[config.mk]
export PLATFORM = sky130hd
export DESIGN_NAME = fifo_burst_scheduler
export DESIGN_NICKNAME = d
export VERILOG_FILES = /design/src/rtl/fifo_sched_pkg.sv /design/src/rtl/axis_out_buf.sv /design/src/rtl/fifo_burst_scheduler.sv
export SDC_FILE = /design/constraint.sdc
export NUM_CORES = 1
export LEC_CHECK = 0
export CELL_PAD_IN_SITES_DETAIL_PLACEMENT = 1
export CELL_PAD_IN_SITES_GLOBAL_PLACEMENT = 2
export CORE_UTILIZATION = 31
export DETAILED_ROUTE_END_ITERATION = 8
export GPL_TIMING_DRIVEN = 0
export PLACE_DENSITY = 0.79
export SYNTH_ARGS = -nofsm -noshare
export SYNTH_HDL_FRONTEND = slang
export SYNTH_SLANG_ARGS = --single-unit
[constraint.sdc]
create_clock -name m00_axis_aclk -period 5.3 [get_ports m00_axis_aclk]
set_clock_uncertainty 0.05 [all_clocks]
set_input_delay 1.06 -clock m00_axis_aclk [delete_from_list [all_inputs] [get_ports m00_axis_aclk]]
set_output_delay 1.06 -clock m00_axis_aclk [all_outputs]
set_load 0.01 [all_outputs]
[src/rtl/fifo_sched_pkg.sv]
// rtl/fifo_sched_pkg.sv - shared types and constants for the FIFO burst scheduler
package fifo_sched_pkg;

  typedef enum logic {
    IDLE  = 1'b0,
    BURST = 1'b1
  } sched_state_e;

  localparam int BUF_DEPTH = 3;

  // Wide enough for any supported data width; the top slices WIDTH/8 bits.
  localparam int STRB_MAX_W = 128;
  localparam logic [STRB_MAX_W-1:0] STRB_ALL = '1;

  function automatic int clog2(input int value);
    int result;
    int v;
    result = 0;
    v = value - 1;
    while (v > 0) begin
      result = result + 1;
      v = v >> 1;
    end
    return result;
  endfunction

endpackage

[src/rtl/axis_out_buf.sv]
// rtl/axis_out_buf.sv - 3-entry {last, data} output buffer with sync clear
module axis_out_buf
  import fifo_sched_pkg::*;
#(
  parameter int WIDTH = 32
) (
  input  logic           clk,
  input  logic           clr,
  input  logic           push,
  input  logic [WIDTH:0] push_data,
  input  logic           pop,
  output logic [WIDTH:0] head_data,
  output logic [1:0]     count
);

  logic [WIDTH:0] mem_q [BUF_DEPTH];
  logic [WIDTH:0] mem_d [BUF_DEPTH];
  logic [1:0]     wr_ptr_q, wr_ptr_d;
  logic [1:0]     rd_ptr_q, rd_ptr_d;
  logic [1:0]     count_q, count_d;
  logic           do_push, do_pop;

  function automatic logic [1:0] ptr_inc(input logic [1:0] p);
    return (p == 2'(BUF_DEPTH - 1)) ? 2'd0 : p + 2'd1;
  endfunction

  always_comb begin
    mem_d    = mem_q;
    wr_ptr_d = wr_ptr_q;
    rd_ptr_d = rd_ptr_q;
    count_d  = count_q;
    do_pop   = pop && (count_q != 2'd0);
    // A push into a full buffer is only legal when the head leaves the same cycle.
    do_push  = push && ((count_q != 2'(BUF_DEPTH)) || do_pop);
    if (do_push) begin
      mem_d[wr_ptr_q] = push_data;
      wr_ptr_d        = ptr_inc(wr_ptr_q);
    end
    if (do_pop) begin
      rd_ptr_d = ptr_inc(rd_ptr_q);
    end
    case ({do_push, do_pop})
      2'b10:   count_d = count_q + 2'd1;
      2'b01:   count_d = count_q - 2'd1;
      default: count_d = count_q;
    endcase
  end

  always_ff @(posedge clk) begin
    if (clr) begin
      wr_ptr_q <= '0;
      rd_ptr_q <= '0;
      count_q  <= '0;
    end else begin
      wr_ptr_q <= wr_ptr_d;
      rd_ptr_q <= rd_ptr_d;
      count_q  <= count_d;
    end
  end

  always_ff @(posedge clk) begin
    mem_q <= mem_d;
  end

  assign head_data = mem_q[rd_ptr_q];
  assign count     = count_q;

endmodule

[src/rtl/fifo_burst_scheduler.sv]
// rtl/fifo_burst_scheduler.sv - FIFO read sequencer emitting BURST_LEN-word AXI-Stream frames
// Optional partial-frame flush after TIMEOUT idle cycles: FIFO_SCHED_TIMEOUT_FLUSH_EN
module fifo_burst_scheduler
  import fifo_sched_pkg::*;
#(
  parameter int WIDTH     = 32,
  parameter int DEPTH     = 4096,
  parameter int BURST_LEN = 1000,
  parameter int CNT_W     = $clog2(DEPTH) + 1,
  parameter int TIMEOUT   = 1024
) (
  input  logic                 m00_axis_aclk,
  input  logic                 m00_axis_areset,
  input  logic                 enable,
  input  logic [CNT_W-1:0]     fifo_rd_count,
  input  logic                 fifo_empty,
  output logic                 fifo_rd_en,
  input  logic [WIDTH-1:0]     fifo_dout,
  input  logic                 m00_axis_tready,
  output logic                 m00_axis_tvalid,
  output logic [WIDTH-1:0]     m00_axis_tdata,
  output logic [WIDTH/8-1:0]   m00_axis_tstrb,
  output logic                 m00_axis_tlast,
  output logic                 burst_active,
  output logic [31:0]          frames_sent
);

  localparam int               IDX_W    = clog2(BURST_LEN + 1);
  localparam logic [IDX_W-1:0] LEN_FULL = IDX_W'(BURST_LEN);
  localparam logic [CNT_W-1:0] THRESH   = CNT_W'(BURST_LEN);

  sched_state_e     state_q, state_d;
  logic [IDX_W-1:0] issued_q, issued_d;
  logic [IDX_W-1:0] sent_q, sent_d;
  logic [31:0]      frames_q, frames_d;
  logic             inflight_q, inflight_d;
  logic             inflight_last_q, inflight_last_d;
  logic [IDX_W-1:0] frame_len;
  logic             rd_en, accept, frame_done, start_full, out_valid;
  logic [2:0]       credits_used;
  logic [WIDTH:0]   head_data;
  logic [1:0]       buf_count;

`ifdef FIFO_SCHED_TIMEOUT_FLUSH_EN
  localparam int               TMR_W   = clog2(TIMEOUT + 1);
  localparam logic [TMR_W-1:0] TMR_MAX = TMR_W'(TIMEOUT);

  logic [TMR_W-1:0] tmr_q, tmr_d;
  logic [IDX_W-1:0] len_q, len_d;
  logic             tmr_run, flush_go;

  always_comb begin
    tmr_run  = (state_q == IDLE) && enable && !fifo_empty && (fifo_rd_count < THRESH);
    flush_go = tmr_run && (tmr_q == TMR_MAX) && (fifo_rd_count != '0);
    tmr_d    = '0;
    if (tmr_run) begin
      tmr_d = (tmr_q == TMR_MAX) ? tmr_q : tmr_q + 1'b1;
    end
  end

  always_ff @(posedge m00_axis_aclk) begin
    if (m00_axis_areset) begin
      tmr_q <= '0;
      len_q <= '0;
    end else begin
      tmr_q <= tmr_d;
      len_q <= len_d;
    end
  end

  assign frame_len = len_q;
`else
  assign frame_len = LEN_FULL;
`endif

  always_comb begin
    state_d    = state_q;
    issued_d   = issued_q;
    sent_d     = sent_q;
    frames_d   = frames_q;
`ifdef FIFO_SCHED_TIMEOUT_FLUSH_EN
    len_d      = len_q;
`endif
    out_valid  = (buf_count != 2'd0);
    accept     = out_valid && m00_axis_tready;
    // A read still in flight owns a buffer slot, so the buffer can never overflow.
    credits_used = {1'b0, buf_count} + {2'b00, inflight_q};
    start_full = enable && (fifo_rd_count >= THRESH);
    rd_en      = 1'b0;
    frame_done = 1'b0;
    case (state_q)
      IDLE: begin
        if (start_full) begin
          state_d  = BURST;
          issued_d = '0;
          sent_d   = '0;
`ifdef FIFO_SCHED_TIMEOUT_FLUSH_EN
          len_d    = LEN_FULL;
        end else if (flush_go) begin
          state_d  = BURST;
          issued_d = '0;
          sent_d   = '0;
          len_d    = IDX_W'(fifo_rd_count);
`endif
        end
      end
      BURST: begin
        rd_en      = (issued_q < frame_len) && !fifo_empty && (credits_used < 3'(BUF_DEPTH));
        frame_done = accept && (sent_q == frame_len - 1'b1);
        if (rd_en) begin
          issued_d = issued_q + 1'b1;
        end
        if (accept) begin
          sent_d = sent_q + 1'b1;
        end
        if (frame_done) begin
          state_d  = IDLE;
          frames_d = frames_q + 32'd1;
        end
      end
      default: state_d = IDLE;
    endcase
    if (m00_axis_areset) begin
      rd_en = 1'b0;
    end
    inflight_d      = rd_en;
    inflight_last_d = rd_en && (issued_q == frame_len - 1'b1);
  end

  always_ff @(posedge m00_axis_aclk) begin
    if (m00_axis_areset) begin
      state_q         <= IDLE;
      issued_q        <= '0;
      sent_q          <= '0;
      frames_q        <= '0;
      inflight_q      <= 1'b0;
      inflight_last_q <= 1'b0;
    end else begin
      state_q         <= state_d;
      issued_q        <= issued_d;
      sent_q          <= sent_d;
      frames_q        <= frames_d;
      inflight_q      <= inflight_d;
      inflight_last_q <= inflight_last_d;
    end
  end

  axis_out_buf #(
    .WIDTH(WIDTH)
  ) u_out_buf (
    .clk      (m00_axis_aclk),
    .clr      (m00_axis_areset),
    .push     (inflight_q),
    .push_data({inflight_last_q, fifo_dout}),
    .pop      (accept),
    .head_data(head_data),
    .count    (buf_count)
  );

  assign fifo_rd_en      = rd_en;
  assign m00_axis_tvalid = out_valid;
  assign m00_axis_tdata  = out_valid ? head_data[WIDTH-1:0] : '0;
  assign m00_axis_tlast  = out_valid && head_data[WIDTH];
  assign m00_axis_tstrb  = out_valid ? STRB_ALL[WIDTH/8-1:0] : '0;
  assign burst_active    = (state_q == BURST);
  assign frames_sent     = frames_q;

endmodule

Yosys cells after proc, flatten, opt, wreduce, memory -nomap -nowiden. Index checks and enable logic that the tools add are counted.

Register bits: 160. Logic and storage cells: 77. Input port bits: 50.

Multiplexer cells: 21. Eq/ne operators: 10. Reduce and logical (&&, ||, !) cells: 17. Bitwise gates (word level): 3. Order comparisons: 6. Add/sub/neg operators: 8.

Operators by type and width (number): bitwise mux 99 bit (1); 2-to-1 mux 33 bit (3); binary-select mux 33 bit (select 2 bit) (1); demux 33 bit (select 2 bit) (1); one-hot mux 10 bit (2 select lines) (2); adder 32 x 1 -> 32 bit (second input constant) (1); 2-to-1 mux 32 bit (1); 2-to-1 mux 10 bit (3); adder 10 x 1 -> 10 bit (second input constant) (2); equality test 10 bit (second input constant) (2); >= comparator 13 x 10 -> 1 bit (second input constant) (1); logical AND 1 bit (10); less-than comparator 10 bit (second input constant) (1); adder 2 x 1 -> 2 bit (second input constant) (3); equality test 2 bit (second input constant) (3); >= comparator 3 bit (second input constant) (2); NOT 2 -> 3 bit (2); AND reduction 2 bit (3); 2-to-1 mux 1 bit (4); 2-to-1 mux 2 bit (2); 2-to-1 mux 4 bit (1); inequality test 2 x 1 -> 1 bit (second input constant) (2); inequality test 2 bit (second input constant) (2); one-hot mux 2 bit (2 select lines) (1); other kinds (10) (11).

Logic depth before layout (Yosys ltp). Gate-level depths: netlist of the first run.

Word-level depth: 7. Gate-level depth with buffers: 7. Mapped depth without buffers: 6.

Modules after synthesis. A second synthesis of the first run with hierarchy kept.

Cell total of the unflattened synthesis: 615. Area, all modules: 6950.4 um^2.

By module, submodules not included: axis_out_buf (cells each 243, times used 1, area each 3962.6 um^2); fifo_burst_scheduler (cells each 372, times used 1, area each 2987.9 um^2).

Least setup slack after synthesis of the first run. Ideal clock, no wire load.

Path kind: input port to flip-flop. Start: in m00_axis_tready. End: reg u_out_buf.mem_q[66] in the netlist's numbering (enable). Setup slack: -0.026 ns. Data arrival time: 4.754 ns. Buffers on the path: 0. Cell stages on the path: 2. Cells stage by stage: and3b_1 -> nor4b_1.

Longest elaborated chain between the ends: 4.

Ends and longest elaborated chain: start: declaration (RTL line fifo_burst_scheduler.sv:19) `input logic m00_axis_tready,`; logical AND 1 bit (RTL line fifo_burst_scheduler.sv:85) `accept = out_valid && m00_axis_tready;`; logical AND 1 bit (RTL line axis_out_buf.sv:32) `do_pop = pop && (count_q != 2'd0);`; logical OR 1 bit (RTL line axis_out_buf.sv:34) `do_push = push && ((count_q != 2'(BUF_DEPTH)) || do_pop);`; logical AND 1 bit (RTL line axis_out_buf.sv:34); end signal: assignment (RTL line axis_out_buf.sv:62) `mem_q <= mem_d;`; end: declaration (RTL line axis_out_buf.sv:16) `logic [WIDTH:0] mem_q [BUF_DEPTH];`.

No other way between the ends. A chain may end at the register's enable or synchronous reset.

Final worst setup path of the first run.
Start: in m00_axis_areset. End: out fifo_rd_en.

Longest elaborated chain between the ends: 1.

Ends and longest elaborated chain: start: declaration (RTL line fifo_burst_scheduler.sv:13) `input logic m00_axis_areset,`; 2-to-1 mux 1 bit (RTL line fifo_burst_scheduler.sv:123) `if (m00_axis_areset) begin`; end: declaration (RTL line fifo_burst_scheduler.sv:17) `output logic fifo_rd_en,`.

No other way between the ends.

==> impl_results.html, run 1 <==
<table>
<tr><th>Metric</th><th>Value</th></tr>
<tr><th colspan="2">Hold path</th></tr>
<tr><td>Depth of the worst hold-timing path</td><td>0</td></tr>
<tr><td>Min-delay src</td><td>inflight_last_q$_SDFF_PP0_</td></tr>
<tr><td>Hold EP</td><td>u_out_buf.mem_q[65]$_DFFE_PP_</td></tr>
<tr><td>Min-delay worst type</td><td>register to register</td></tr>
<tr><th colspan="2">Floorplanning</th></tr>
<tr><td>Initial core utilization</td><td>0.318</td></tr>
<tr><td>Number of placed I/O pins</td><td>122</td></tr>
<tr><td>Chip width</td><td>155 um</td></tr>
<tr><td>Core ar.</td><td>22,800 um^2</td></tr>
<tr><td>Cell row count</td><td>55</td></tr>
<tr><td>Die height</td><td>155 um</td></tr>
<tr><td>Die outline area</td><td>around 24,000 um^2</td></tr>
<tr><th colspan="2">Synth</th></tr>
<tr><td>Combined area of all synthesized cells</td><td>between 7000 and 8000 um^2</td></tr>
<tr><td>Avg Synthesized Cell Area</td><td>11.2 um^2</td></tr>
<tr><td>Synthesized-area fraction occupied by xor and xnor cells</td><td>0.00241</td></tr>
<tr><td>Multiplexer share of the synthesized area</td><td>0.0886</td></tr>
<tr><td>Mapped Cells</td><td>647</td></tr>
<tr><td>Synthesized-area fraction occupied by adder cells</td><td>0.0103</td></tr>
<tr><td>Compound-Gate Fraction of Synth Area</td><td>0.0926</td></tr>
<tr><td>Post-synthesis share of cell area spent on and, or, nand and nor gates</td><td>0.193</td></tr>
<tr><td>Leading register cell type out of synthesis</td><td>edfxtp_1</td></tr>
<tr><td>Count of flip-flops with a built-in enable after synthesis</td><td>99</td></tr>
<tr><td>Number of unique standard cell types used by synthesis</td><td>62</td></tr>
<tr><td>Fraction of synthesis flops using an asynchronous set or reset pin</td><td>0</td></tr>
<tr><td>Synthesis-stage register bit count</td><td>160</td></tr>
<tr><td>Number of warning messages in the yosys log</td><td>0</td></tr>
<tr><td>Combinational family with the most area after synthesis</td><td>simple AND/OR/NAND/NOR gates</td></tr>
<tr><td>Seq/Total Area, Yosys</td><td>0.577</td></tr>
<tr><td>Syn nets</td><td>703</td></tr>
<tr><th colspan="2">Worst setup path</th></tr>
<tr><td>Register-to-Register Setup Slack</td><td>approximately 2800 ps</td></tr>
<tr><td>Crit path required time</td><td>4190 ps</td></tr>
<tr><td>CP Max Fanout</td><td>10</td></tr>
<tr><td>Arr. time, crit path</td><td>about 3100 ps</td></tr>
<tr><td>Startpoint of the lowest-slack register-to-register path</td><td>u_out_buf.count[0]$_SDFFE_PP0P_</td></tr>
<tr><td>Endpoint of the lowest-slack register-to-register path</td><td>u_out_buf.mem_q[57]$_DFFE_PP_</td></tr>
<tr><td>Critical Path Source Type</td><td>input port</td></tr>
<tr><td>Worst setup path class</td><td>input port to output pin</td></tr>
<tr><td>Depth of the worst register-to-register path</td><td>5</td></tr>
<tr><td>Endpoint class of the critical path</td><td>output pin</td></tr>
<tr><th colspan="2">Routing</th></tr>
<tr><td>DRC violations left</td><td>0</td></tr>
<tr><td>Wire length per cell</td><td>17.3 um</td></tr>
<tr><td>Iteration-0 DRC count of the detailed router</td><td>275</td></tr>
<tr><td>Detailed-route via count</td><td>around 5.6k</td></tr>
<tr><td>Routed wire length</td><td>19,300 um</td></tr>
<tr><td>Remaining number of nets flagged by the antenna check after routing</td><td>0</td></tr>
<tr><td>Mean number of vias per cell</td><td>5.00</td></tr>
<tr><td>DRT Pass-1 Iters</td><td>4</td></tr>
<tr><th colspan="2">STA</th></tr>
<tr><td>Maximum clock frequency</td><td>0.236 GHz</td></tr>
<tr><td>Slew at the pin closest to its max-slew limit</td><td>809 ps</td></tr>
<tr><td>Tmin final</td><td>4240 ps</td></tr>
<tr><td>Final worst path period share</td><td>0.800</td></tr>
<tr><td>Hold Worst Slack</td><td>408 ps</td></tr>
<tr><td>Finish-stage setup viols</td><td>0</td></tr>
<tr><td>Unrepaired setup endpoints after global routing</td><td>no</td></tr>
<tr><td>Max-slew violations</td><td>0</td></tr>
<tr><td>Final Hold Fails</td><td>0</td></tr>
<tr><td>Sum of negative setup slack</td><td>0 ps</td></tr>
<tr><td>Headroom to the max-slew limit</td><td>0.460</td></tr>
<tr><td>Slack of the critical path</td><td>1060 ps</td></tr>
<tr><th colspan="2">Cells and area</th></tr>
<tr><td>Design Area, Final</td><td>between 9000 and 10,000 um^2</td></tr>
<tr><td>Ratio of cells with drive above 1 in the final layout</td><td>0.127</td></tr>
<tr><td>Layout area overhead</td><td>31.0%</td></tr>
<tr><td>Layout Cells excl Fill</td><td>between 1k and 1.5k</td></tr>
<tr><td>Layout net count</td><td>845</td></tr>
<tr><td>Most frequent standard cell in the layout excluding fill and tap cells</td><td>clkdlybuf4s50_1</td></tr>
<tr><td>Number of diodes</td><td>0</td></tr>
<tr><td>Commonest cells after routing, fill and taps aside</td><td>117 x clkdlybuf4s50_1, 109 x nor2_1, 99 x edfxtp_1</td></tr>
<tr><td>Filler Cells Inserted</td><td>2,526</td></tr>
<tr><th colspan="2">Clock network</th></tr>
<tr><td>Clock root cell</td><td>clkbuf_16</td></tr>
<tr><td>Clock latency reported for the late side of the worst-skew pair</td><td>~430 ps</td></tr>
<tr><td>Number of hold-repair buffers added at the cts stage</td><td>0</td></tr>
<tr><td>H-Tree Level Count</td><td>4</td></tr>
<tr><td>Number of clock sinks seen by CTS</td><td>160</td></tr>
<tr><td>Clock Tree Buf Depth</td><td>2</td></tr>
<tr><td>Number of buffers inserted by post-CTS setup repair</td><td>0</td></tr>
<tr><td>TritonCTS buffer count</td><td>17</td></tr>
<tr><td>Clock slew at reported path FFs</td><td>60 ps</td></tr>
<tr><td>Cells resized by post-CTS repair</td><td>0</td></tr>
<tr><td>TritonCTS clock tree</td><td>done</td></tr>
<tr><th colspan="2">Placement</th></tr>
<tr><td>HPWL after DPL</td><td>13,700 um</td></tr>
<tr><td>Number of buffers added on ports</td><td>117</td></tr>
<tr><td>Total cell area at the placement stage</td><td>8930 um^2</td></tr>
<tr><td>Post-placement worst setup slack</td><td>approximately 1000 ps</td></tr>
<tr><td>Number of instances in the placed design</td><td>~1.1k</td></tr>
<tr><td>Routability congestion estimate from global placement</td><td>a little under 0.8</td></tr>
<tr><th colspan="2">Global route</th></tr>
<tr><td>Global-route usage over all layers</td><td>0.167</td></tr>
<tr><td>Antenna violations before repair</td><td>2</td></tr>
<tr><td>GR Overflow Total</td><td>0</td></tr>
<tr><td>Maximum number of pins on one net before global-route repair</td><td>34</td></tr>
<tr><td>Global-route wire length before repair</td><td>31,400 um</td></tr>
<tr><td>Vias in the first global route</td><td>5,986</td></tr>
<tr><th colspan="2">Pwr</th></tr>
<tr><td>Power per Cell Area</td><td>306 nW/um^2</td></tr>
<tr><td>Peak supply drop</td><td>between 0.15 and 0.2 mV</td></tr>
<tr><td>Leakage dissipation</td><td>3.23 nW</td></tr>
<tr><th colspan="2">Status</th></tr>
<tr><td>Run status</td><td>completed</td></tr>
<tr><th colspan="2">Job</th></tr>
<tr><td>Count of maximum capacitance violations</td><td>0</td></tr>
</table>
worst max-delay path: stages:
cell,delay [ps]
clkbuf_1,360
clkbuf_1,500
buf_1,580
nor2_1,110
clkdlybuf4s50_1,510
cell families (layout without fill, tap and decap cells):
| kind of cell | after synthesis | after routing |
|---|---|---|
| multiplexers | 61 | 61 |
| flip-flops | 160 | 160 |
| XOR/XNOR | 2 | 2 |
| AND/OR/NAND/NOR | 260 | 260 |
| adder cells (fa/ha/maj) | 6 | 6 |
| buffers and inverters | 54 | 209 |
| AO/OA/AOI/OAI | 104 | 104 |
final cells by class:
type | instances | area [um^2] | share of cell area
sequential | 160 | 4190 | 0.440
multi-input combinational | 433 | 2830 | 0.297
timing repair buffer | 123 | 1250 | 0.131
clock buffer | 18 | 429 | 0.0451
tap | 313 | 392 | 0.0411
buffer | 43 | 224 | 0.0235
clock inverter | 14 | 164 | 0.0172
inverter | 11 | 41.3 | 0.00433
worst max-delay path by stage:
stage | startpoint | endpoint | slack, ps | cells after the start
6_report | m00_axis_areset | fifo_rd_en | 1060 | 5
5_1_grt | m00_axis_areset | fifo_rd_en | 900 | 5
4_1_cts | m00_axis_areset | fifo_rd_en | 980 | 5
3_5_place_dp | m00_axis_areset | fifo_rd_en | 980 | 5
3_3_place_gp | m00_axis_tready | u_out_buf.mem_q[20]$_DFFE_PP_ | -1560 | 4
2_1_floorplan | m00_axis_tready | u_out_buf.mem_q[0]$_DFFE_PP_ | 870 | 3
power breakdown:
group | internal, W | switching [W] | leakage [nW]
clock network | 0.000710 | 0.000542 | 0.287
logic | 0.000159 | 0.000166 | 1.55
registers | 0.00133 | 0.00000605 | 1.39
cell usage after synthesis, types with 5 or more instances:
library cell	n	area, um^2
nand3_1	19	95.1
nand2_1	20	75.1
nor4_1	18	113
mux2i_1	34	340
a21oi_1	49	245
mux2_2	21	236
a31oi_1	6	37.5
inv_1	11	41.3
nand2b_1	5	31.3
ha_1	6	75.1
o21ai_0	10	50.1
nor3_1	7	35.0
edfxtp_1	99	2970
buf_4	6	45.0
dfxtp_1	61	1220
mux2_1	6	67.6
nand4_1	12	75.1
o31ai_1	6	45.0
and2_1	6	37.5
o211ai_1	8	60.1
clkbuf_1	21	78.8
nor2b_1	26	163
a311oi_1	8	70.1
buf_2	8	40.0
nor2_1	109	409
layer usage:
metal | global-route usage | wire (um) | share of wire
met5 | 0 | 8 | 0.00041
met4 | 0.0481 | 199 | 0.010
met1 | 0.203 | 8460 | 0.44
met2 | 0.290 | 9700 | 0.50
met3 | 0.0421 | 937 | 0.049
registers in the layout, indices dropped and copies added (netlist names):
name / cells
sent_q: 10
u_out_buf.mem_q: 99
burst_active: 1
u_out_buf.count: 2
inflight_q: 1
u_out_buf.rd_ptr_q: 2
frames_sent: 32
issued_q: 10
inflight_last_q: 1
u_out_buf.wr_ptr_q: 2
stage by stage:
| stage | utilization | power, W |
|---|---|---|
| after floorplan | - | 0.00153 |
| after global placement | 0.387 | 0.00168 |
| after detailed placement | 0.391 | 0.00170 |
| after CTS | 0.417 | 0.00295 |
| after global routing | 0.417 | 0.00302 |
| final | 0.417 | 0.00292 |
Power figures use the tool's default switching activity.
==> run 2, diff against run 1 <==
CORE_UTILIZATION = 35   (was 31)
PLACE_DENSITY = 0.84   (was 0.79)
clock period = 4.14 ns   (was 5.3 ns; I/O delays follow)
==> run 2 against run 1 <==
Power grew 25%. Final cell count shrank 3.9%. Final area is 0.71% lower. Clock-buffer cell count did not move. Register-to-register slack worse by 1100 ps. Critical endpoint unchanged. Highest routed layer is now met4.
==> impl_results.html, run 2 (synthesis gave the netlist of run 1 again) <==
<table>
<tr><th>Metric</th><th>Value</th></tr>
<tr><th colspan="2">Cells and area</th></tr>
<tr><td>Most frequent standard cell in the layout excluding fill and tap cells</td><td>clkdlybuf4s50_1</td></tr>
<tr><td>Commonest cells after routing, fill and taps aside</td><td>117 x clkdlybuf4s50_1, 109 x nor2_1, 99 x edfxtp_1</td></tr>
<tr><td>Number of diodes</td><td>0 (unchanged)</td></tr>
<tr><td>Filler Cells Inserted</td><td>2,195 (-13%)</td></tr>
<tr><td>Number of flip-flops under the largest register name</td><td>99 (unchanged)</td></tr>
<tr><td>Layout net count</td><td>844 (-0.12%)</td></tr>
<tr><td>Ratio of cells with drive above 1 in the final layout</td><td>0.126 (-0.00109)</td></tr>
<tr><td>Reg with most FFs</td><td>u_out_buf.mem_q</td></tr>
<tr><td>Core Util, Final</td><td>0.466 (+0.0490)</td></tr>
<tr><td>Layout area overhead</td><td>30.1%</td></tr>
<tr><th colspan="2">Pwr</th></tr>
<tr><td>Leakage dissipation</td><td>3.22 nW (-0.24%)</td></tr>
<tr><td>Power per Cell Area</td><td>386 nW/um^2 (+26%)</td></tr>
<tr><td>Peak supply drop</td><td>0.286 mV (+48%)</td></tr>
<tr><td>Overall Power</td><td>0.00365 W (+25%)</td></tr>
<tr><th colspan="2">Worst setup path</th></tr>
<tr><td>Endpoint of the lowest-slack register-to-register path</td><td>u_out_buf.mem_q[52]$_DFFE_PP_</td></tr>
<tr><td>Most repeated library cell on the critical path</td><td>clkbuf_1</td></tr>
<tr><td>Critical path capture point</td><td>fifo_rd_en</td></tr>
<tr><td>Crit. Startpoint</td><td>m00_axis_areset</td></tr>
<tr><td>Register-to-Register Setup Slack</td><td>1660 ps (-1130 ps)</td></tr>
<tr><td>CP max stage delay</td><td>530 ps (-50 ps)</td></tr>
<tr><td>Critical Path Source Type</td><td>input port</td></tr>
<tr><td>Endpoint class of the critical path</td><td>output pin</td></tr>
<tr><td>Cell with the biggest individual delay on the critical path</td><td>buf_1</td></tr>
<tr><td>Startpoint of the lowest-slack register-to-register path</td><td>u_out_buf.count[0]$_SDFFE_PP0P_</td></tr>
<tr><td>Cell-by-cell listing of the critical path</td><td>clkbuf_1, clkbuf_1, buf_1, nor2_1, clkdlybuf4s50_1</td></tr>
<tr><td>Crit path required time</td><td>3260 ps (-930 ps)</td></tr>
<tr><td>Arr. time, crit path</td><td>2920 ps (-210 ps)</td></tr>
<tr><td>Depth of the worst register-to-register path</td><td>5 (unchanged)</td></tr>
<tr><td>CP Max Fanout</td><td>10 (unchanged)</td></tr>
<tr><td>Worst setup path class</td><td>input port to output pin</td></tr>
<tr><th colspan="2">Placement</th></tr>
<tr><td>HPWL after DPL</td><td>13,800 um (+0.72%)</td></tr>
<tr><td>Number of buffers added on ports</td><td>117 (unchanged)</td></tr>
<tr><td>Routability congestion estimate from global placement</td><td>0.772 (-3.0%)</td></tr>
<tr><td>Post-placement worst setup slack</td><td>281 ps (-695 ps)</td></tr>
<tr><th colspan="2">Clock network</th></tr>
<tr><td>Number of hold-repair buffers added at the cts stage</td><td>0 (unchanged)</td></tr>
<tr><td>Number of clock sinks seen by CTS</td><td>160 (unchanged)</td></tr>
<tr><td>H-Tree Level Count</td><td>4 (unchanged)</td></tr>
<tr><td>Clock root cell</td><td>clkbuf_16</td></tr>
<tr><td>Clock Tree Buf Depth</td><td>2 (unchanged)</td></tr>
<tr><td>TritonCTS buffer count</td><td>17 (unchanged)</td></tr>
<tr><td>Cells resized by post-CTS repair</td><td>0 (unchanged)</td></tr>
<tr><td>TritonCTS clock tree</td><td>done</td></tr>
<tr><td>Number of buffers inserted by post-CTS setup repair</td><td>0 (unchanged)</td></tr>
<tr><td>Clock latency reported for the late side of the worst-skew pair</td><td>420 ps (about the same)</td></tr>
<tr><td>Clock slew at reported path FFs</td><td>60 ps (about the same)</td></tr>
<tr><th colspan="2">STA</th></tr>
<tr><td>Final worst path period share</td><td>0.917</td></tr>
<tr><td>Headroom to the max-slew limit</td><td>0.465 (+0.00488)</td></tr>
<tr><td>Unrepaired setup endpoints after global routing</td><td>no</td></tr>
<tr><td>Finish-stage setup viols</td><td>0 (unchanged)</td></tr>
<tr><td>Max-slew violations</td><td>0 (unchanged)</td></tr>
<tr><td>Maximum clock frequency</td><td>0.264 GHz</td></tr>
<tr><td>Tmin final</td><td>3790 ps</td></tr>
<tr><td>Slack of the critical path</td><td>346 ps (-716 ps)</td></tr>
<tr><td>Final Hold Fails</td><td>0 (unchanged)</td></tr>
<tr><td>Slew at the pin closest to its max-slew limit</td><td>802 ps (-7.31 ps)</td></tr>
<tr><th colspan="2">Routing</th></tr>
<tr><td>Routed wire length</td><td>19,400 um (+0.50%)</td></tr>
<tr><td>Detailed-route via count</td><td>5,618 (+0.74%)</td></tr>
<tr><td>Remaining number of nets flagged by the antenna check after routing</td><td>0 (unchanged)</td></tr>
<tr><td>DRT Pass-1 Iters</td><td>4 (unchanged)</td></tr>
<tr><td>Wire length per cell</td><td>18.1 um (+4.6%)</td></tr>
<tr><td>Mean number of vias per cell</td><td>5.25 (+4.9%)</td></tr>
<tr><td>DRC violations left</td><td>0 (unchanged)</td></tr>
<tr><td>Iteration-0 DRC count of the detailed router</td><td>224 (-19%)</td></tr>
<tr><th colspan="2">Hold path</th></tr>
<tr><td>Min-delay src</td><td>inflight_last_q$_SDFF_PP0_</td></tr>
<tr><td>Min-delay worst type</td><td>register to register</td></tr>
<tr><th colspan="2">Floorplanning</th></tr>
<tr><td>Initial core utilization</td><td>0.358 (+0.0399)</td></tr>
<tr><td>Die outline area</td><td>21,400 um^2 (-11%)</td></tr>
<tr><td>Chip width</td><td>146 um (-5.8%)</td></tr>
<tr><td>Cell row count</td><td>52 (-5.5%)</td></tr>
<tr><td>Die height</td><td>146 um (-5.8%)</td></tr>
<tr><td>Core ar.</td><td>20,300 um^2 (-11%)</td></tr>
<tr><td>Number of placed I/O pins</td><td>122 (unchanged)</td></tr>
<tr><th colspan="2">Global route</th></tr>
<tr><td>Antenna violations before repair</td><td>0 (-2)</td></tr>
<tr><td>Maximum number of pins on one net before global-route repair</td><td>34 (unchanged)</td></tr>
<tr><td>Global-route wire length before repair</td><td>31,400 um (about the same)</td></tr>
<tr><td>Global-route usage over all layers</td><td>0.186 (+0.0198)</td></tr>
<tr><td>Vias in the first global route</td><td>6,078 (+1.5%)</td></tr>
<tr><td>GR Overflow Total</td><td>0 (unchanged)</td></tr>
<tr><th colspan="2">Status</th></tr>
<tr><td>Run status</td><td>completed</td></tr>
<tr><th colspan="2">Job</th></tr>
<tr><td>Count of maximum capacitance violations</td><td>0 (unchanged)</td></tr>
</table>
-- run 2: worst max-delay path: cells and delay by family --
kind	cells	cell delay, ps
simple gates	1	120
buf+inv	4	1960
-- run 2: power by group --
group	internal (W)	switching [W]
clock	0.000805	0.000714
sequential	0.00170	0.00000827
combinational	0.000204	0.000212
total	0.00271	0.000935
-- run 2: how the worst min path moves through the flow --
stage / cells after the start / slack (ps) / end
final: 0 / 410 / u_out_buf.mem_q[32]$_DFFE_PP_
after global routing: 0 / 420 / u_out_buf.mem_q[32]$_DFFE_PP_
after CTS: 0 / 420 / u_out_buf.mem_q[32]$_DFFE_PP_
after detailed placement: 0 / 400 / u_out_buf.mem_q[65]$_DFFE_PP_
after global placement: 0 / 380 / u_out_buf.mem_q[98]$_DFFE_PP_
after floorplan: 0 / 370 / u_out_buf.mem_q[32]$_DFFE_PP_
-- run 2: stage by stage --
step	instance area [um^2]	TNS, ps	hold slack (ps)	cells
floorplan	7280	0	371	647
finish	9460	0	410	1071
detailed placement	8890	0	403	1039
global route	9460	0	422	1071
CTS	9460	0	416	1071
global placement	8790	-52860	376	1034
-- run 2: area by class of cell --
| cell class | count | area, um^2 | share of cell area |
|---|---|---|---|
| tap | 270 | 338 | 0.0357 |
| buffer | 43 | 224 | 0.0237 |
| inverter | 11 | 41.3 | 0.00437 |
| clock buffer | 18 | 429 | 0.0454 |
| multi-input combinational | 433 | 2840 | 0.300 |
| timing repair buffer | 122 | 1250 | 0.133 |
| sequential | 160 | 4190 | 0.443 |
| clock inverter | 14 | 139 | 0.0147 |
-- run 2: layer usage --
metal,vias to the layer above,global-route usage,routed length [um]
met5,-,0,0
met4,0,0.0536,128
met3,11,0.0288,567
met2,114,0.345,10300
met1,2829,0.222,8430
li1,2664,-,-
==> run 3, diff against run 2 <==
CORE_MARGIN = 2   (was default)
==> run 3 against run 2 <==
Largest cell class unchanged. Setup slack gained 48 ps. Final cell count about the same. Largest power group unchanged. Global-route usage fell by 0.11 points.
==> impl_results.html, run 3 (synthesis gave the netlist of run 1 again) <==
<table>
<tr><th>Metric</th><th>Value</th></tr>
<tr><th colspan="2">Floorplanning</th></tr>
<tr><td>Cell row count</td><td>52 (unchanged)</td></tr>
<tr><td>Chip width</td><td>148 um (+1.4%)</td></tr>
<tr><td>Number of placed I/O pins</td><td>122 (unchanged)</td></tr>
<tr><td>Die height</td><td>148 um (+1.4%)</td></tr>
<tr><td>Core ar.</td><td>20,300 um^2 (unchanged)</td></tr>
<tr><td>Die outline area</td><td>21,900 um^2 (+2.8%)</td></tr>
<tr><td>Initial core utilization</td><td>0.358 (unchanged)</td></tr>
<tr><th colspan="2">Routing</th></tr>
<tr><td>Wire length per cell</td><td>18.2 um (+0.58%)</td></tr>
<tr><td>Detailed-route wire length on metal 1</td><td>8380 um (-0.64%)</td></tr>
<tr><td>Mean number of vias per cell</td><td>5.26 (+0.27%)</td></tr>
<tr><td>Detail Route met2 WL</td><td>10,100 um (-2.1%)</td></tr>
<tr><td>DRT Pass-1 Iters</td><td>4 (unchanged)</td></tr>
<tr><td>Remaining number of nets flagged by the antenna check after routing</td><td>0 (unchanged)</td></tr>
<tr><td>DRC violations left</td><td>0 (unchanged)</td></tr>
<tr><td>Met3 wire length</td><td>818 um (+44%)</td></tr>
<tr><td>Top metal layer carrying routed signals</td><td>met5</td></tr>
<tr><td>Detailed-route via count</td><td>5,628 (+0.18%)</td></tr>
<tr><td>Iteration-0 DRC count of the detailed router</td><td>254 (+13%)</td></tr>
<tr><td>Routed wire length</td><td>19,500 um (+0.49%)</td></tr>
<tr><th colspan="2">Cells and area</th></tr>
<tr><td>Reg with most FFs</td><td>u_out_buf.mem_q</td></tr>
<tr><td>Ratio of cells with drive above 1 in the final layout</td><td>0.125 (-0.00109)</td></tr>
<tr><td>Most frequent standard cell in the layout excluding fill and tap cells</td><td>clkdlybuf4s50_1</td></tr>
<tr><td>Number of diodes</td><td>0 (unchanged)</td></tr>
<tr><td>Layout area overhead</td><td>30.4%</td></tr>
<tr><td>Commonest cells after routing, fill and taps aside</td><td>117 x clkdlybuf4s50_1, 109 x nor2_1, 99 x edfxtp_1</td></tr>
<tr><td>Core Util, Final</td><td>0.467 (+0.00105)</td></tr>
<tr><td>Layout net count</td><td>843 (-0.12%)</td></tr>
<tr><td>Number of flip-flops under the largest register name</td><td>99 (unchanged)</td></tr>
<tr><th colspan="2">Global route</th></tr>
<tr><td>Antenna violations before repair</td><td>1 (+1)</td></tr>
<tr><td>Global-route wire length before repair</td><td>32,300 um (+2.6%)</td></tr>
<tr><td>Global-route usage over all layers</td><td>0.185 (-0.00106)</td></tr>
<tr><td>Maximum number of pins on one net before global-route repair</td><td>34 (unchanged)</td></tr>
<tr><td>GR Overflow Total</td><td>0 (unchanged)</td></tr>
<tr><td>Vias in the first global route</td><td>6,170 (+1.5%)</td></tr>
<tr><th colspan="2">Clock network</th></tr>
<tr><td>Number of buffers inserted by post-CTS setup repair</td><td>0 (unchanged)</td></tr>
<tr><td>Clock slew at reported path FFs</td><td>60 ps (about the same)</td></tr>
<tr><td>Number of hold-repair buffers added at the cts stage</td><td>0 (unchanged)</td></tr>
<tr><td>Number of clock sinks seen by CTS</td><td>160 (unchanged)</td></tr>
<tr><td>Cells resized by post-CTS repair</td><td>0 (unchanged)</td></tr>
<tr><td>H-Tree Level Count</td><td>4 (unchanged)</td></tr>
<tr><td>Clock root cell</td><td>clkbuf_16</td></tr>
<tr><td>Clock Tree Buf Depth</td><td>2 (unchanged)</td></tr>
<tr><td>TritonCTS clock tree</td><td>done</td></tr>
<tr><td>TritonCTS buffer count</td><td>17 (unchanged)</td></tr>
<tr><td>Clock latency reported for the late side of the worst-skew pair</td><td>420 ps (about the same)</td></tr>
<tr><th colspan="2">Worst setup path</th></tr>
<tr><td>Depth of the worst register-to-register path</td><td>5 (unchanged)</td></tr>
<tr><td>Worst setup path class</td><td>input port to output pin</td></tr>
<tr><td>Endpoint class of the critical path</td><td>output pin</td></tr>
<tr><td>CP Max Fanout</td><td>10 (unchanged)</td></tr>
<tr><td>Register-to-Register Setup Slack</td><td>1610 ps (-50 ps)</td></tr>
<tr><td>Arr. time, crit path</td><td>2870 ps (-50 ps)</td></tr>
<tr><td>Crit path required time</td><td>3260 ps (about the same)</td></tr>
<tr><td>Critical Path Source Type</td><td>input port</td></tr>
<tr><th colspan="2">Placement</th></tr>
<tr><td>Number of buffers added on ports</td><td>117 (unchanged)</td></tr>
<tr><td>Routability congestion estimate from global placement</td><td>0.797 (+3.2%)</td></tr>
<tr><td>HPWL after DPL</td><td>13,700 um (-0.86%)</td></tr>
<tr><th colspan="2">STA</th></tr>
<tr><td>Headroom to the max-slew limit</td><td>0.391 (-0.0734)</td></tr>
<tr><td>Tmin final</td><td>3750 ps (-47.7 ps)</td></tr>
<tr><td>Sum of negative setup slack</td><td>0 ps (unchanged)</td></tr>
<tr><td>Final worst path period share</td><td>0.905 (-0.0115)</td></tr>
<tr><td>Maximum clock frequency</td><td>0.267 GHz (+1.3%)</td></tr>
<tr><td>Unrepaired setup endpoints after global routing</td><td>no</td></tr>
<tr><td>Final Hold Fails</td><td>0 (unchanged)</td></tr>
<tr><td>Slew at the pin closest to its max-slew limit</td><td>909 ps (+107 ps)</td></tr>
<tr><td>Max-slew violations</td><td>0 (unchanged)</td></tr>
<tr><td>Finish-stage setup viols</td><td>0 (unchanged)</td></tr>
<tr><td>Hold Worst Slack</td><td>411 ps (+1.16 ps)</td></tr>
<tr><th colspan="2">Hold path</th></tr>
<tr><td>Depth of the worst hold-timing path</td><td>0 (unchanged)</td></tr>
<tr><td>Min-delay worst type</td><td>register to register</td></tr>
<tr><th colspan="2">Pwr</th></tr>
<tr><td>Peak supply drop</td><td>0.290 mV (+1.3%)</td></tr>
<tr><td>Power per Cell Area</td><td>402 nW/um^2 (+4.1%)</td></tr>
<tr><td>Leakage dissipation</td><td>3.22 nW (+0.19%)</td></tr>
<tr><td>Overall Power</td><td>0.00381 W (+4.4%)</td></tr>
<tr><th colspan="2">Status</th></tr>
<tr><td>Run status</td><td>completed</td></tr>
<tr><th colspan="2">Job</th></tr>
<tr><td>Count of maximum capacitance violations</td><td>0 (unchanged)</td></tr>
</table>
==> run 3: cell types whose count changed in the layout (fill, tap and decap cells not counted), sizes merged <==
cell / previous run / this run
buf: 27 / 26
clkinvlp: 1 / 2
clkinv: 2 / 1
bufinv: 0 / 3
inv: 22 / 19
==> run 3: area by class of cell <==
class	count	area [um^2]
clock buffers	18	429
repair buffers	121	1220
flip-flops and latches	160	4190
well taps	270	338
multi-input cells	433	2840
clock inverters	14	191
fillers	2190	10800
plain buffers	43	224
inverters	11	41.3
==> run 3: path summary, 6_finish.rpt <==
check,from,to
min,inflight_last_q$_SDFF_PP0_,u_out_buf.mem_q[65]$_DFFE_PP_
max,m00_axis_areset,fifo_rd_en
min reg2reg,inflight_last_q$_SDFF_PP0_,u_out_buf.mem_q[65]$_DFFE_PP_
max reg2reg,u_out_buf.count[0]$_SDFFE_PP0P_,u_out_buf.mem_q[33]$_DFFE_PP_
==> run 3: report_power, final <==
part	leakage (nW)	switching [W]	internal (W)	total [W]
Sequential	1.39	0.00000833	0.00171	0.00171
Combinational	1.53	0.000218	0.000203	0.000421
Clock	0.298	0.000701	0.000972	0.00167
==> run 3: worst max-delay path, cell delays in order <==
cell	delay [ps]
clkbuf_1	390
clkbuf_1	480
buf_1	540
nor2_1	120
clkdlybuf4s50_1	500
==> run 3: stage by stage <==
stage	std cells	area [um^2]	worst slack [ps]
4_1_cts	1070	9480	297
5_1_grt	1070	9480	153
3_5_place_dp	1038	8860	303
3_3_place_gp	1034	8790	-1130
2_1_floorplan	647	7280	714
6_report	1070	9480	393
==> run 3: per-layer routing <==
layer,up-vias,global-route usage
li1,2665,-
met1,2806,0.219
met2,132,0.341
met3,23,0.0383
met4,2,0.0519
met5,-,0
